`config.mk`:
```
export PLATFORM = sky130hd
export DESIGN_NAME = seq_divider
export DESIGN_NICKNAME = d
export VERILOG_FILES = /design/src/rtl/calc_pkg.sv /design/src/rtl/div_step.sv /design/src/rtl/seq_divider.sv
export SDC_FILE = /design/constraint.sdc
export NUM_CORES = 1
export LEC_CHECK = 0
export CORE_MARGIN = 2
export CORE_UTILIZATION = 59
export CTS_BUF_LIST = sky130_fd_sc_hd__clkbuf_16
export DETAILED_ROUTE_END_ITERATION = 10
export GPL_ROUTABILITY_DRIVEN = 0
export PLACE_DENSITY = 0.86
export SLEW_MARGIN = 5
export SYNTH_ARGS = -nofsm -noshare
export SYNTH_HDL_FRONTEND = slang
export SYNTH_SLANG_ARGS = --single-unit
```
`constraint.sdc`:
```
create_clock -name clk -period 5.4 [get_ports clk]
set_clock_uncertainty 0.05 [all_clocks]
set_input_delay 1.08 -clock clk [delete_from_list [all_inputs] [get_ports clk]]
set_output_delay 1.08 -clock clk [all_outputs]
set_load 0.01 [all_outputs]
```
`src/rtl/calc_pkg.sv`:
```
// Shared definitions for the 32-bit calculator datapaths and their sequencer.
package calc_pkg;

  // Native operand width of the calculator.
  localparam int CALC_WIDTH = 32;

  // Divider control states.
  typedef enum logic [1:0] {
    IDLE = 2'd0,
    CALC = 2'd1,
    DONE = 2'd2
  } div_state_t;

  // Quotient reported when dividing by zero.
  localparam logic [CALC_WIDTH-1:0] DIV_ZERO_QUOTIENT = '1;

  // Operation select codes used by the sequencer to pick a functional unit.
  typedef logic [1:0] calc_op_t;
  localparam calc_op_t OP_ADD = 2'd0;
  localparam calc_op_t OP_SUB = 2'd1;
  localparam calc_op_t OP_MUL = 2'd2;
  localparam calc_op_t OP_DIV = 2'd3;

endpackage

```
`src/rtl/div_step.sv`:
```
// One restoring-division iteration: shift the next dividend bit into the
// partial remainder, trial-subtract the divisor, keep or restore.
module div_step
  import calc_pkg::*;
#(
  parameter int N = CALC_WIDTH
) (
  input  logic [N-1:0] r_i,        // partial remainder, always < divisor
  input  logic [N-1:0] q_i,        // remaining dividend bits / quotient so far
  input  logic [N-1:0] divisor_i,
  output logic [N-1:0] r_o,
  output logic [N-1:0] q_o
);

  logic [N:0] t;
  logic [N:0] d;

  // The trial subtraction is N+1 bits wide so the shifted remainder T, which
  // can reach 2**(N+1)-1 in width terms, is compared exactly; the borrow lands
  // in d[N]. Whichever value is kept is below the divisor, so N bits suffice.
  always_comb begin
    t = {r_i, q_i[N-1]};
    d = t - {1'b0, divisor_i};
    if (!d[N]) begin
      r_o = d[N-1:0];
      q_o = {q_i[N-2:0], 1'b1};
    end else begin
      r_o = t[N-1:0];
      q_o = {q_i[N-2:0], 1'b0};
    end
  end

endmodule

```
`src/rtl/seq_divider.sv`:
```
// Sequential unsigned restoring divider, one quotient bit per clock, with a
// start/done handshake. Results are held until the next accepted start.
//
// state | meaning
// IDLE  | waiting for start; results of the last operation held
// CALC  | iterating, one quotient bit per cycle (busy)
// DONE  | one-cycle done pulse; a new start may be accepted here
//
// A zero divisor also passes through CALC for a single cycle with the counter
// preloaded to its final value, so done arrives two cycles after acceptance.
module seq_divider
  import calc_pkg::*;
#(
  parameter int N  = CALC_WIDTH,
  parameter int CW = 6
) (
  input  logic         clk,
  input  logic         rst,
  input  logic         start,
  input  logic [N-1:0] dividend,
  input  logic [N-1:0] divisor,
  output logic         ready,
  output logic         busy,
  output logic         done,
  output logic [N-1:0] quotient,
  output logic [N-1:0] remainder,
  output logic         div_by_zero
);

  localparam logic [CW-1:0] LAST_CNT = CW'(N - 1);

  div_state_t    state_q, state_d;
  logic [CW-1:0] cnt_q,   cnt_d;
  logic [N-1:0]  r_q,     r_d;
  logic [N-1:0]  q_q,     q_d;
  logic [N-1:0]  dvs_q,   dvs_d;
  logic          zero_q,  zero_d;
  logic [N-1:0]  quot_q,  quot_d;
  logic [N-1:0]  rem_q,   rem_d;
  logic          dbz_q,   dbz_d;

  logic [N-1:0]  step_r;
  logic [N-1:0]  step_q;
  logic          load;

  div_step #(.N(N)) u_step (
    .r_i       (r_q),
    .q_i       (q_q),
    .divisor_i (dvs_q),
    .r_o       (step_r),
    .q_o       (step_q)
  );

  // State, counter, datapath and result registers with synchronous reset.
  always_ff @(posedge clk) begin
    if (rst) begin
      state_q <= IDLE;
      cnt_q   <= '0;
      r_q     <= '0;
      q_q     <= '0;
      dvs_q   <= '0;
      zero_q  <= 1'b0;
      quot_q  <= '0;
      rem_q   <= '0;
      dbz_q   <= 1'b0;
    end else begin
      state_q <= state_d;
      cnt_q   <= cnt_d;
      r_q     <= r_d;
      q_q     <= q_d;
      dvs_q   <= dvs_d;
      zero_q  <= zero_d;
      quot_q  <= quot_d;
      rem_q   <= rem_d;
      dbz_q   <= dbz_d;
    end
  end

  // Next-state, iteration and result-capture logic.
  always_comb begin
    state_d = state_q;
    cnt_d   = cnt_q;
    r_d     = r_q;
    q_d     = q_q;
    dvs_d   = dvs_q;
    zero_d  = zero_q;
    quot_d  = quot_q;
    rem_d   = rem_q;
    dbz_d   = dbz_q;
    load    = 1'b0;

    case (state_q)
      IDLE: begin
        load = start;
      end
      CALC: begin
        r_d   = step_r;
        q_d   = step_q;
        cnt_d = cnt_q + CW'(1);
        if (cnt_q == LAST_CNT) begin
          state_d = DONE;
          if (zero_q) begin
            // Q still holds the untouched dividend on the single zero pass.
            quot_d = '1;
            rem_d  = q_q;
            dbz_d  = 1'b1;
          end else begin
            quot_d = step_q;
            rem_d  = step_r;
            dbz_d  = 1'b0;
          end
        end
      end
      DONE: begin
        state_d = IDLE;
        load    = start;
      end
      default: begin
        state_d = IDLE;
      end
    endcase

    if (load) begin
      state_d = CALC;
      dvs_d   = divisor;
      q_d     = dividend;
      r_d     = '0;
      zero_d  = (divisor == '0);
      cnt_d   = (divisor == '0) ? LAST_CNT : '0;
    end
  end

  assign busy        = (state_q == CALC);
  assign ready       = !busy;
  assign done        = (state_q == DONE);
  assign quotient    = quot_q;
  assign remainder   = rem_q;
  assign div_by_zero = dbz_q;

endmodule

```
After elaboration in Yosys (flattened, before gate mapping):

Cells that the tools add are included.

* register bits: 170
* output and inout port bits: 68
* word-level logic and storage cells: 42

* add/sub/neg operators: 2
* eq/ne operators: 6
* muxes and demuxes: 14
* bitwise operators: 1
* reductions and logical operators: 9

Operator list (count)
* $mux 32: 5
* $sub 33x32->33: 1
* $logic_not 32->1: 1
* $mux 6: 2
* $add 6x1->6 const B: 1
* $eq 6x5->1 const B: 1
* $reduce_and 2->1: 3
* $mux 5: 1
* $mux 1: 4
* $pmux 2 s2: 1
* $reduce_or 2->1: 2
* $ne 3x1->1 const B: 1
* $eq 2x1->1 const B: 1
* $eq 2x2->1 const B: 1
* $logic_not 2->1: 1
* $mux 2: 1
* $ne 2x1->1 const B: 1
* $ne 2x2->1 const B: 1
* $reduce_bool 2->1: 1
* $logic_not 1->1: 1
* $not 1->1: 1

Logic depth before layout (Yosys ltp):

Gate-level depths: netlist of the first run.

* depth after elaboration: 5
* depth in mapped cells: 15
* depth with buffers taken out: 12

Hierarchy:

A second synthesis of the first run with hierarchy kept.

* cells, all modules: 1136
* area, all modules: 9379.0 µm²

By module, submodules not included
* seq_divider: instances 1, cells each 800, area each 6787.8 µm², sequential area each 3403.3 µm²
* div_step: instances 1, cells each 336, area each 2591.2 µm², sequential area each 0.0 µm²

Worst setup path before layout of the first run:

No wires, ideal clock.

* kind: register to register
* from: register dvs_q[26]
* to: register rem_q[27] (netlist: remainder[27])
* library setup time: 0.096 ns
* arrival time: 2.965 ns
* path slack: 2.290 ns
* stages on the path, launching flop included: 15
* clock period less this slack: 3.110 ns
* cells stage by stage: dfxtp_1 -> inv_1 -> ha_1 -> clkbuf_2 -> and3_1 -> buf_2 -> nand3_2 -> o311a_1 -> nand2_1 -> mux2_2 -> a311o_4 -> buf_6 -> buf_6 -> o211a_1 -> o41ai_2

* cells in the longest elaborated chain, start to end: 3

Ends and longest elaborated chain
* start: declaration: line seq_divider.sv:36 `logic [N-1:0] dvs_q, dvs_d;`
* start signal: assignment: line seq_divider.sv:71 `dvs_q <= dvs_d;`
* $sub 33x32->33: line div_step.sv:23 `d = t - {1'b0, divisor_i};`
* $mux 32: line div_step.sv:24 `if (!d[N]) begin`
* $mux 32: line seq_divider.sv:102 `if (zero_q) begin`
* end signal: assignment: line seq_divider.sv:74 `rem_q <= rem_d;`
* end: declaration: line seq_divider.sv:39 `logic [N-1:0] rem_q, rem_d;`

Every way passes these cells.
A chain may end at the register's enable or synchronous reset.

Final worst setup path of the first run:

* from: register dvs_q[25]
* to: register rem_q[28] (netlist: remainder[28])

The elaborated chain is that of the path after synthesis.

==> results of run 1 <==
how the worst max path moves through the flow:
stage / from / end
after floorplan: dvs_q[26]$_SDFFE_PP0P_ / remainder[27]$_SDFFE_PP0P_
final: dvs_q[25]$_SDFFE_PP0P_ / remainder[28]$_SDFFE_PP0P_
after global placement: divisor[31] / cnt_q[4]$_SDFFE_PP0P_
after CTS: dvs_q[25]$_SDFFE_PP0P_ / remainder[28]$_SDFFE_PP0P_
after detailed placement: divisor[31] / cnt_q[2]$_SDFFE_PP0P_
after global routing: dvs_q[25]$_SDFFE_PP0P_ / remainder[28]$_SDFFE_PP0P_
kinds of logic after synthesis:
family	Yosys count	synth area share
compound gates	321	0.234
xor+xnor	24	0.0235
fa+ha+maj	34	0.0483
buf+inv	123	0.0558
flops	170	0.380
mux	29	0.0356
simple gates	449	0.223
cell usage in the layout (no fill, tap or decap), types with 6 or more instances in the layout:
| master | n |
|---|---|
| mux2i_1 | 6 |
| o21ai_0 | 44 |
| a211oi_1 | 14 |
| xor2_1 | 9 |
| inv_1 | 43 |
| mux2_2 | 23 |
| nor3_1 | 90 |
| o211ai_1 | 14 |
| nand3_1 | 16 |
| nand2b_1 | 20 |
| nand2_1 | 162 |
| o21bai_1 | 21 |
| a22oi_1 | 32 |
| buf_4 | 12 |
| nand4_1 | 8 |
| ha_1 | 33 |
| dfxtp_1 | 169 |
| clkdlybuf4s50_1 | 133 |
| xnor2_1 | 15 |
| a21o_1 | 17 |
| clkbuf_16 | 17 |
| nor4_1 | 8 |
| a21oi_1 | 133 |
| nor2_1 | 113 |
critical path, stage by stage (launching register included):
cell	delay, ns
dfxtp_1	0.33
inv_1	0.04
ha_1	0.46
and3_1	0.35
nand3_2	0.16
o311a_1	0.40
nand2_1	0.09
mux2_2	0.34
a311o_4	0.56
a2111oi_4	0.48
a211oi_1	0.14
o41ai_1	0.34
routing by layer:
layer,vias up,GRT usage
met5,-,0
met4,0,0.112
met3,42,0.0745
met2,509,0.490
met1,4208,0.454
li1,4224,-
power by group through the flow:
stage / registers, mW / logic, mW / clock network [mW]
finish: 1.35 / 0.984 / 1.27
global route: 1.36 / 1.07 / 1.32
CTS: 1.35 / 0.957 / 1.27
detailed placement: 1.38 / 0.939 / 0
global placement: 1.38 / 0.925 / 0
floorplan: 1.36 / 0.735 / 0
through the flow:
step,cells,utilization
after CTS,1436,0.726
after global routing,1436,0.726
after global placement,1404,0.686
after detailed placement,1404,0.686
after floorplan,1150,-
final,1436,0.726
cell type report:
class | instances | area share
well taps | 188 | 0.0215
multi-input cells | 857 | 0.465
clock buffers | 17 | 0.0390
flip-flops and latches | 170 | 0.312
inverters | 44 | 0.0151
clock inverters | 15 | 0.0168
repair buffers | 145 | 0.130
state kept, by name (all words and copies together) (netlist names):
name / flops
dvs_q: 32
q_q: 32
quotient: 32
r_q: 32
remainder: 32
cnt_q: 6
state_q: 2
div_by_zero: 1
zero_q: 1
==> run summary, run 1 <==
Logic gate share of total power: 0.273
EDFF count, synth: 0
Rows: 45
Worst R2R End: remainder[28]$_SDFFE_PP0P_
CP endpoint kind: register
Setup TNS: 0 ns
Drt total wl: 26200 µm
Met3 routed WL: 2710 µm
Worst VDD drop: 0.000255 V
First-pass GRT wire length: 42200 µm
DIE HEIGHT: 127 µm
Synth area leader: dfxtp_1
Fmax: 0.259 GHz
H-Tree Level Count: 4
Num CTS Buffers: 17
Area contributors post-synth: dfxtp_1, a21oi_1, nand2_1
Clk Latency, worst-skew pair: 0.44 ns
Sequential share of power: 0.375
Vias in the first global route: 8290
Nature of the critical path startpoint: register
RSZ-0062 raised after global routing: false
Share of cells above drive strength 1: 0.0737
DP HPWL: 17400 µm
CTS clk-pin slew, worst paths: 0.07 ns
Internal: 2.41 mW
Final setup violation count: 0
Pin count of the biggest net entering global routing: 85
Post-CTS Resized: 0
Post-Syn Nets: 1251
Hold Path Origin: dvs_q[4]$_SDFFE_PP0P_
# nets final: 1336
Synth top area share: 0.380
Worst reg2reg setup slack: 1.54 ns
Register-to-Register Path Depth: 11
Fillers: 1091
Chip Width: 127 µm
Cells after Synth: 1150
Hold Crit Depth: 2
Maximum Capacitance Violations: 0
Max-Slew Margin vs Limit: 0.387
Async SR Flop Fraction: 0
Critical Path AT: 4.15 ns
DRT Pass-1 Iters: 7
Deepest clock path buffer count: 2
Met1 WL: 11300 µm
Setup Fix Bufs, Post-CTS: 0
CTS root buf: clkbuf_16
Top cells by count, synth: dfxtp_1, nand2_1, a21oi_1, nor2_1, nor3_1
Antenna fix cells: 0
Clock Sink Count: 170
Worst slack, placed: 1.24 ns
CP required: 5.69 ns
CTS tree: done
WL met2: 11600 µm
Final Cell Area: 10900 µm²
Avg Synthesized Cell Area: 7.79 µm²
I/O pin count: 135
Vias per inst: 6.26
Fin crit period: 3.86 ns
Leakage: 4.29 nW
Slew at the pin closest to its max-slew limit: 0.911 ns
Hold slack: 0.407 ns
Yosys reg bits: 170
Psw: 1.19 mW
Primary FF master, synth: dfxtp_1
CP max FO: 49
Routed WL per cell: 18.2 µm
Starting density of the core: 0.596
Multi-input gate area: 5080 µm²
Register Area: 3400 µm²
Hold Path Sink: dvs_q[4]$_SDFFE_PP0P_
Total Routing Usage GR: 0.323
Register area share after synthesis: 0.380
Core area: 15000 µm²
Count leader, synth: dfxtp_1
Synthesis Warnings: 0
Top Metal Used: met4
Final setup margin: 1.54 ns
Hold Crit Class: register to register
Max-slew violations: 0
Final period utilization: 0.716
Net Sw Frac: 0.330
Hold buffer count at cts: 0
Congestion Overflow GR: 0
Worst r2r src: dvs_q[25]$_SDFFE_PP0P_
Final hold vios: 0
Pwr Density: 330 nW/µm²
Yosys cell types: 69
Buffers on Ports: 134
DRT antenna net count: 0
Crit Path Category: register to register
Clock network fraction of total power: 0.352
Routed vias: 8983
Area Overhead vs Synth: 21.8%
DR DRC count: 0
Cell Area, Placed: 10300 µm²
Drt initial violations: 1160
Status: completed
Final total power: 3.60 mW
Area of the die: 16200 µm²
Antenna violations before repair: 0
Syn Std Cell Area: 8960 µm²
No activity file was read; power rests on OpenSTA's default activity.
==> run 2: changes to the inputs <==
--- a/config.mk
+++ b/config.mk
@@ -6,11 +6,11 @@
 export NUM_CORES = 1
 export LEC_CHECK = 0
 export CORE_MARGIN = 2
-export CORE_UTILIZATION = 59
+export CORE_UTILIZATION = 55
 export CTS_BUF_LIST = sky130_fd_sc_hd__clkbuf_16
 export DETAILED_ROUTE_END_ITERATION = 10
 export GPL_ROUTABILITY_DRIVEN = 0
-export PLACE_DENSITY = 0.86
+export PLACE_DENSITY = 0.81
 export SLEW_MARGIN = 5
 export SYNTH_ARGS = -nofsm -noshare
 export SYNTH_HDL_FRONTEND = slang
==> constraint.sdc (replaced) <==
create_clock -name clk -period 3.65 [get_ports clk]
set_clock_uncertainty 0.05 [all_clocks]
set_input_delay 0.73 -clock clk [delete_from_list [all_inputs] [get_ports clk]]
set_output_delay 0.73 -clock clk [all_outputs]
set_load 0.01 [all_outputs]
==> run 2 against run 1 <==
Non-clock buffer count grew 14. Worst setup slack got worse by 1.3 ns. Cell area grew 1.3%. Critical path depth increased by 1. Cell count increased by 2.9%. Wire length grew 0.48%. Sequential power up 48%. Global-route usage is 2.3 points lower. Combinational power increased by 54%. Via count fell by 1.7%.
==> run summary, run 2 (synthesized netlist as in run 1, its figures left out) <==
Share of cells above drive strength 1: 0.0848 (+0.0111)
Core area: 15900 µm² (+5.7%)
CTS tree: done
Fin crit period: 3.46 ns (-0.401 ns)
CP max FO: 22 (-55%)
Post-Place Cells: 1446 (+3.0%)
Hold Crit Depth: 2 (unchanged)
Pin count of the biggest net entering global routing: 62 (-27%)
Max-Slew Margin vs Limit: 0.493 (+0.106)
Non-filler cells, final: 1478 (+2.9%)
Clock Sink Count: 170 (unchanged)
Congestion Overflow GR: 0 (unchanged)
Max-slew violations: 0 (unchanged)
Area Overhead vs Synth: 23.4%
H-Tree Level Count: 4 (unchanged)
CP endpoint kind: register
Status: completed
Chip Width: 132 µm (+3.5%)
Hold buffer count at cts: 0 (unchanged)
I/O pin count: 135 (unchanged)
Num CTS Buffers: 17 (unchanged)
Commonest non-fill, non-tap cells in the layout: dfxtp_1, nand2_1, a21oi_1, clkdlybuf4s50_1, nor2_1
Area of the die: 17300 µm² (+7.0%)
Fmax: 0.289 GHz (+12%)
DIE HEIGHT: 132 µm (+3.5%)
Setup TNS: 0 ns (unchanged)
Maximum Capacitance Violations: 0 (unchanged)
Antenna fix cells: 0 (unchanged)
CTS clk-pin slew, worst paths: 0.07 ns (about the same)
Final Cell Area: 11100 µm² (+1.3%)
CP required: 3.94 ns (-1.75 ns)
Pwr Density: 480 nW/µm² (+45%)
Most common cell after layout, fill and taps aside: dfxtp_1
CTS root buf: clkbuf_16
Clk Latency, worst-skew pair: 0.45 ns (about the same)
Buffers on Ports: 134 (unchanged)
First-pass GRT wire length: 42500 µm (+0.67%)
Total Routing Usage GR: 0.300 (-0.0230)
Post-CTS Resized: 0 (unchanged)
Fillers: 1298 (+19%)
# nets final: 1350 (+1.0%)
Drt initial violations: 742 (-36%)
DRT antenna net count: 0 (unchanged)
Register-to-Register Path Depth: 12 (+1)
Drt total wl: 26300 µm (+0.48%)
Final total power: 5.30 mW (+47%)
Hold slack: 0.410 ns (+0.00268 ns)
Antenna violations before repair: 0 (unchanged)
Vias per inst: 5.97 (-4.5%)
Routed vias: 8831 (-1.7%)
Starting density of the core: 0.564 (-0.0320)
Crit Path Category: register to register
Deepest clock path buffer count: 2 (unchanged)
Slew at the pin closest to its max-slew limit: 0.760 ns (-0.151 ns)
Leakage: 4.36 nW (+1.6%)
Setup Fix Bufs, Post-CTS: 0 (unchanged)
Final setup violation count: 0 (unchanged)
Final period utilization: 0.949 (+0.233)
Hold Crit Class: register to register
Routed WL per cell: 17.8 µm (-2.4%)
Final hold vios: 0 (unchanged)
DP HPWL: 18200 µm (+4.3%)
Cell Area, Placed: 10500 µm² (+1.6%)
DRT Pass-1 Iters: 5 (-2)
Worst VDD drop: 0.000397 V (+56%)
Vias in the first global route: 8283 (-0.084%)
Rows: 46 (+2.2%)
Nature of the critical path startpoint: register
DR DRC count: 0 (unchanged)
Critical Path AT: 3.75 ns (-0.40 ns)
[run 2: routing by layer]
layer  global-route usage  share of wire  wire (µm)
met2                0.446           0.43      11300
met4               0.0972          0.023        617
met3               0.0752          0.098       2590
met1                0.426           0.45      11800
met5                    0              0          0
[run 2: layout make-up]
type | count | area [µm²] | share of cell area
multi-input combinational | 857 | 5080 | 0.460
sequential | 170 | 3400 | 0.308
timing repair buffer | 159 | 1550 | 0.140
clock buffer | 17 | 425 | 0.0385
tap | 216 | 270 | 0.0244
inverter | 44 | 165 | 0.0149
clock inverter | 15 | 155 | 0.0140
[run 2: path summary, 6_finish.rpt]
| check | startpoint | endpoint | slack [ns] |
|---|---|---|---|
| max reg2reg | dvs_q[17]$_SDFFE_PP0P_ | remainder[28]$_SDFFE_PP0P_ | 0.19 |
| min | dvs_q[25]$_SDFFE_PP0P_ | dvs_q[25]$_SDFFE_PP0P_ | 0.41 |
| min reg2reg | dvs_q[25]$_SDFFE_PP0P_ | dvs_q[25]$_SDFFE_PP0P_ | 0.41 |
| max | dvs_q[17]$_SDFFE_PP0P_ | remainder[28]$_SDFFE_PP0P_ | 0.19 |
[run 2: stage by stage]
| step | util | setup WS, ns |
|---|---|---|
| 2_1_floorplan | - | 0.540 |
| 6_report | 0.696 | 0.187 |
| 3_3_place_gp | 0.659 | 0.298 |
| 5_1_grt | 0.696 | -0.0220 |
| 3_5_place_dp | 0.659 | 0.183 |
| 4_1_cts | 0.696 | 0.184 |
[run 2: worst max-delay path: stages, from the launching register on]
cell,delay [ns]
dfxtp_1,0.33
inv_1,0.05
ha_1,0.43
nand4_1,0.21
or2_0,0.29
nor3b_1,0.18
a221oi_2,0.34
a21oi_1,0.16
a311o_4,0.43
buf_12,0.17
a2111oi_4,0.33
a211oi_1,0.09
o41ai_1,0.31
[run 2: power breakdown]
group	internal, mW	switching, mW	leakage, nW
Clock	0.912	0.869	0.285
Sequential	1.93	0.0724	1.38
Combinational	0.659	0.862	2.69
Total	3.50	1.80	4.36
==> run 3: changes to the inputs <==
--- a/config.mk
+++ b/config.mk
@@ -11,7 +11,9 @@
 export DETAILED_ROUTE_END_ITERATION = 10
 export GPL_ROUTABILITY_DRIVEN = 0
 export PLACE_DENSITY = 0.81
+export SKIP_LAST_GASP = 1
 export SLEW_MARGIN = 5
 export SYNTH_ARGS = -nofsm -noshare
 export SYNTH_HDL_FRONTEND = slang
+export SYNTH_HIERARCHICAL = 1
 export SYNTH_SLANG_ARGS = --single-unit
==> run 3 against run 2 <==
Power up 6.7%. Highest routed layer unchanged. Sequential power about the same. Flip-flop and latch count unchanged. Die area up 4.5%. Critical path type unchanged. Cell count down 3.4%. Largest cell class unchanged. Critical endpoint is now remainder[20]$_SDFFE_PP0P_. First-iteration DRC count up 11%.
==> run summary, run 3 <==
CTS tree: done
Congestion Overflow GR: 0 (unchanged)
Delay-heaviest family, CP: compound AO/OA/AOI/OAI gates
Hold Crit Class: register to register
CP max FO: 9 (-59%)
Slew at the pin closest to its max-slew limit: 0.719 ns (-0.0410 ns)
Post-synthesis xor/xnor area fraction: 0.0261 (+0.00270)
Num CTS Buffers: 17 (unchanged)
DRT Pass-1 Iters: 6 (+1)
Fmax: 0.283 GHz (-1.9%)
DIE HEIGHT: 135 µm (+2.2%)
Yosys reg bits: 170 (unchanged)
Max-Slew Margin vs Limit: 0.521 (+0.0279)
Slowest stage delay, CP: 0.35 ns (-0.08 ns)
Yosys cell types: 70 (+1.4%)
Vias in the first global route: 7377 (-11%)
Most common cell after layout, fill and taps aside: nand2_1
Commonest non-fill, non-tap cells in the layout: nand2_1, dfxtp_1, clkdlybuf4s50_1, nor2_1, a21oi_1
Met3 routed WL: 1580 µm (-39%)
Met1 WL: 11300 µm (-4.3%)
RSZ-0062 raised after global routing: true
# nets final: 1296 (-4.0%)
Largest family of logic cells by synthesized area: simple AND/OR/NAND/NOR gates
Primary FF master, synth: dfxtp_1
Synth area leader: dfxtp_1
Simple-gate portion of the synthesized area: 0.213 (-0.0104)
H-Tree Level Count: 4 (unchanged)
Final period utilization: 0.967 (+0.0183)
CTS clk-pin slew, worst paths: 0.07 ns (about the same)
Clock Sink Count: 170 (unchanged)
Starting density of the core: 0.564 (-0.000706)
Routed WL per cell: 16.9 µm (-4.9%)
WL met2: 10800 µm (-5.0%)
Leakage: 4.00 nW (-8.1%)
Final setup violation count: 0 (unchanged)
Area contributors post-synth: dfxtp_1, nand2_1, a21oi_1
Antenna fix cells: 0 (unchanged)
Synth top area share: 0.363 (-0.0168)
Pin count of the biggest net entering global routing: 98 (+58%)
Syn Std Cell Area: 9380 µm² (+4.6%)
Critical path buffers and inverters: 2 (unchanged)
Routed vias: 8330 (-5.7%)
First-pass GRT wire length: 37700 µm (-11%)
Adder-cell share of the synthesized area: 0.0462 (-0.00214)
Async SR Flop Fraction: 0 (unchanged)
Slowest-stage cell, CP: fa_2
I/O pin count: 135 (unchanged)
Status: completed
Mux cell area share after synthesis: 0.0739 (+0.0383)
Worst slack, placed: 0.0265 ns (-0.157 ns)
Cell Area, Placed: 10400 µm² (-0.29%)
Crit Path Category: register to register
Chip Width: 135 µm (+2.2%)
Avg Synthesized Cell Area: 8.26 µm² (+5.9%)
Count leader, synth: nand2_1
Top Metal Used: met4
DR DRC count: 0 (unchanged)
CP required: 3.95 ns (about the same)
Maximum Capacitance Violations: 0 (unchanged)
Nature of the critical path startpoint: register
Synthesis Warnings: 6 (+6)
Max-slew violations: 0 (unchanged)
Compound-Gate Fraction of Synth Area: 0.187 (-0.0465)
EDFF count, synth: 0 (unchanged)
Drt initial violations: 823 (+11%)
Vias per inst: 5.83 (-2.4%)
Total Routing Usage GR: 0.260 (-0.0400)
Share of cells above drive strength 1: 0.108 (+0.0228)
Antenna violations before repair: 0 (unchanged)
Final setup margin: 0.120 ns (-0.0669 ns)
Worst VDD drop: 0.000387 V (-2.5%)
Area Overhead vs Synth: 18.2%
Area of the die: 18100 µm² (+4.5%)
Drt total wl: 24200 µm (-8.1%)
DRT antenna net count: 0 (unchanged)
CTS root buf: clkbuf_16
Worst path cell trace: inv_1, ha_1, fa_2, and2b_1, o2111ai_2, a21oi_2, o2111ai_2, a211oi_2, nor2_4, mux2i_4, and2_4, buf_4, o21ai_1, mux2i_1, a211oi_2
Post-Syn Nets: 1237 (-1.1%)
DP HPWL: 16500 µm (-9.1%)
Deepest clock path buffer count: 2 (unchanged)
Final hold vios: 0 (unchanged)
Core area: 16600 µm² (+4.8%)
CP endpoint kind: register
Cells after Synth: 1136 (-1.2%)
Final Cell Area: 11100 µm² (+0.25%)
Critical Path AT: 3.83 ns (+0.08 ns)
Pwr Density: 510 nW/µm² (+6.4%)
Rows: 47 (+2.2%)
Fin crit period: 3.53 ns (+0.0669 ns)
Top cells by count, synth: nand2_1, dfxtp_1, nor2_1, a21oi_1, nor3_1
Clk Latency, worst-skew pair: 0.44 ns (about the same)
Register area share after synthesis: 0.363 (-0.0168)
Setup Fix Bufs, Post-CTS: 0 (unchanged)
Buffers on Ports: 134 (unchanged)
[run 3: cell count changes in the layout (fill, tap and decap cells not counted), moves of 26 or more]
cell | previous run | this run
a211oi_2 | 0 | 33
nand2_1 | 162 | 212
o21ai_0 | 44 | 14
a311oi_1 | 1 | 28
a21oi_1 | 133 | 96
a22oi_1 | 32 | 4
mux2i_1 | 6 | 32
[run 3: cell families (layout without fill, tap and decap cells)]
family	after synthesis	in the layout
fa+ha+maj	34	34
mux	58	58
buf+inv	146	218
simple gates	457	457
compound gates	243	243
flops	170	170
xor+xnor	28	28
[run 3: routing by layer]
| layer | GRT usage | up-vias |
|---|---|---|
| met5 | 0 | - |
| met3 | 0.0458 | 49 |
| met4 | 0.0813 | 0 |
| met2 | 0.397 | 338 |
| met1 | 0.374 | 3882 |
| li1 | - | 4061 |
[run 3: cell type report]
| class | instances | area (µm²) |
|---|---|---|
| Tap cell | 220 | 275 |
| Sequential cell | 170 | 3400 |
| Multi-Input combinational cell | 820 | 5170 |
| Timing Repair Buffer | 148 | 1480 |
| Inverter | 36 | 148 |
| Fill cell | 1366 | 5560 |
| Clock inverter | 15 | 164 |
| Timing Repair inverter | 2 | 20.0 |
| Clock buffer | 17 | 425 |
[run 3: tightest hold or removal path: cells and delay by family, from the launching register on]
kind / cells / cell delay [ns]
AND/OR/NAND/NOR: 1 / 0.05
AO/OA/AOI/OAI: 1 / 0.05
flip-flops: 1 / 0.31
[run 3: metrics by stage]
step | power [mW] | TNS (ns) | instances | hold WS, ns | util
global route | 5.90 | -0.00643 | 1428 | 0.415 | 0.666
finish | 5.66 | 0 | 1428 | 0.403 | 0.666
global placement | 3.70 | 0 | 1394 | 0.393 | 0.627
CTS | 5.55 | 0 | 1426 | 0.407 | 0.663
detailed placement | 3.75 | 0 | 1394 | 0.398 | 0.627
floorplan | 3.48 | 0 | 1136 | 0.386 | -
[run 3: worst paths after layout]
| check | start | end | slack [ns] | depth (start not counted) |
|---|---|---|---|---|
| setup / recovery | q_q[31]$_SDFFE_PP0P_ | remainder[20]$_SDFFE_PP0P_ | 0.12 | 15 |
| hold reg to reg | dvs_q[29]$_SDFFE_PP0P_ | dvs_q[29]$_SDFFE_PP0P_ | 0.40 | 2 |
| setup reg to reg | q_q[31]$_SDFFE_PP0P_ | remainder[20]$_SDFFE_PP0P_ | 0.12 | 15 |
| hold / removal | dvs_q[29]$_SDFFE_PP0P_ | dvs_q[29]$_SDFFE_PP0P_ | 0.40 | 2 |
[run 3: timing repair]
action                     in CTS  in global routing
gates resized for setup         0                 16
setup endpoints to repair       0                 41
hold buffers                    0                  0
[run 3: power by group]
group          internal (mW)  switching [mW]  total (mW)
Clock                   1.02           0.795        1.82
Sequential              1.93          0.0795        2.01
Combinational          0.817            1.01        1.83
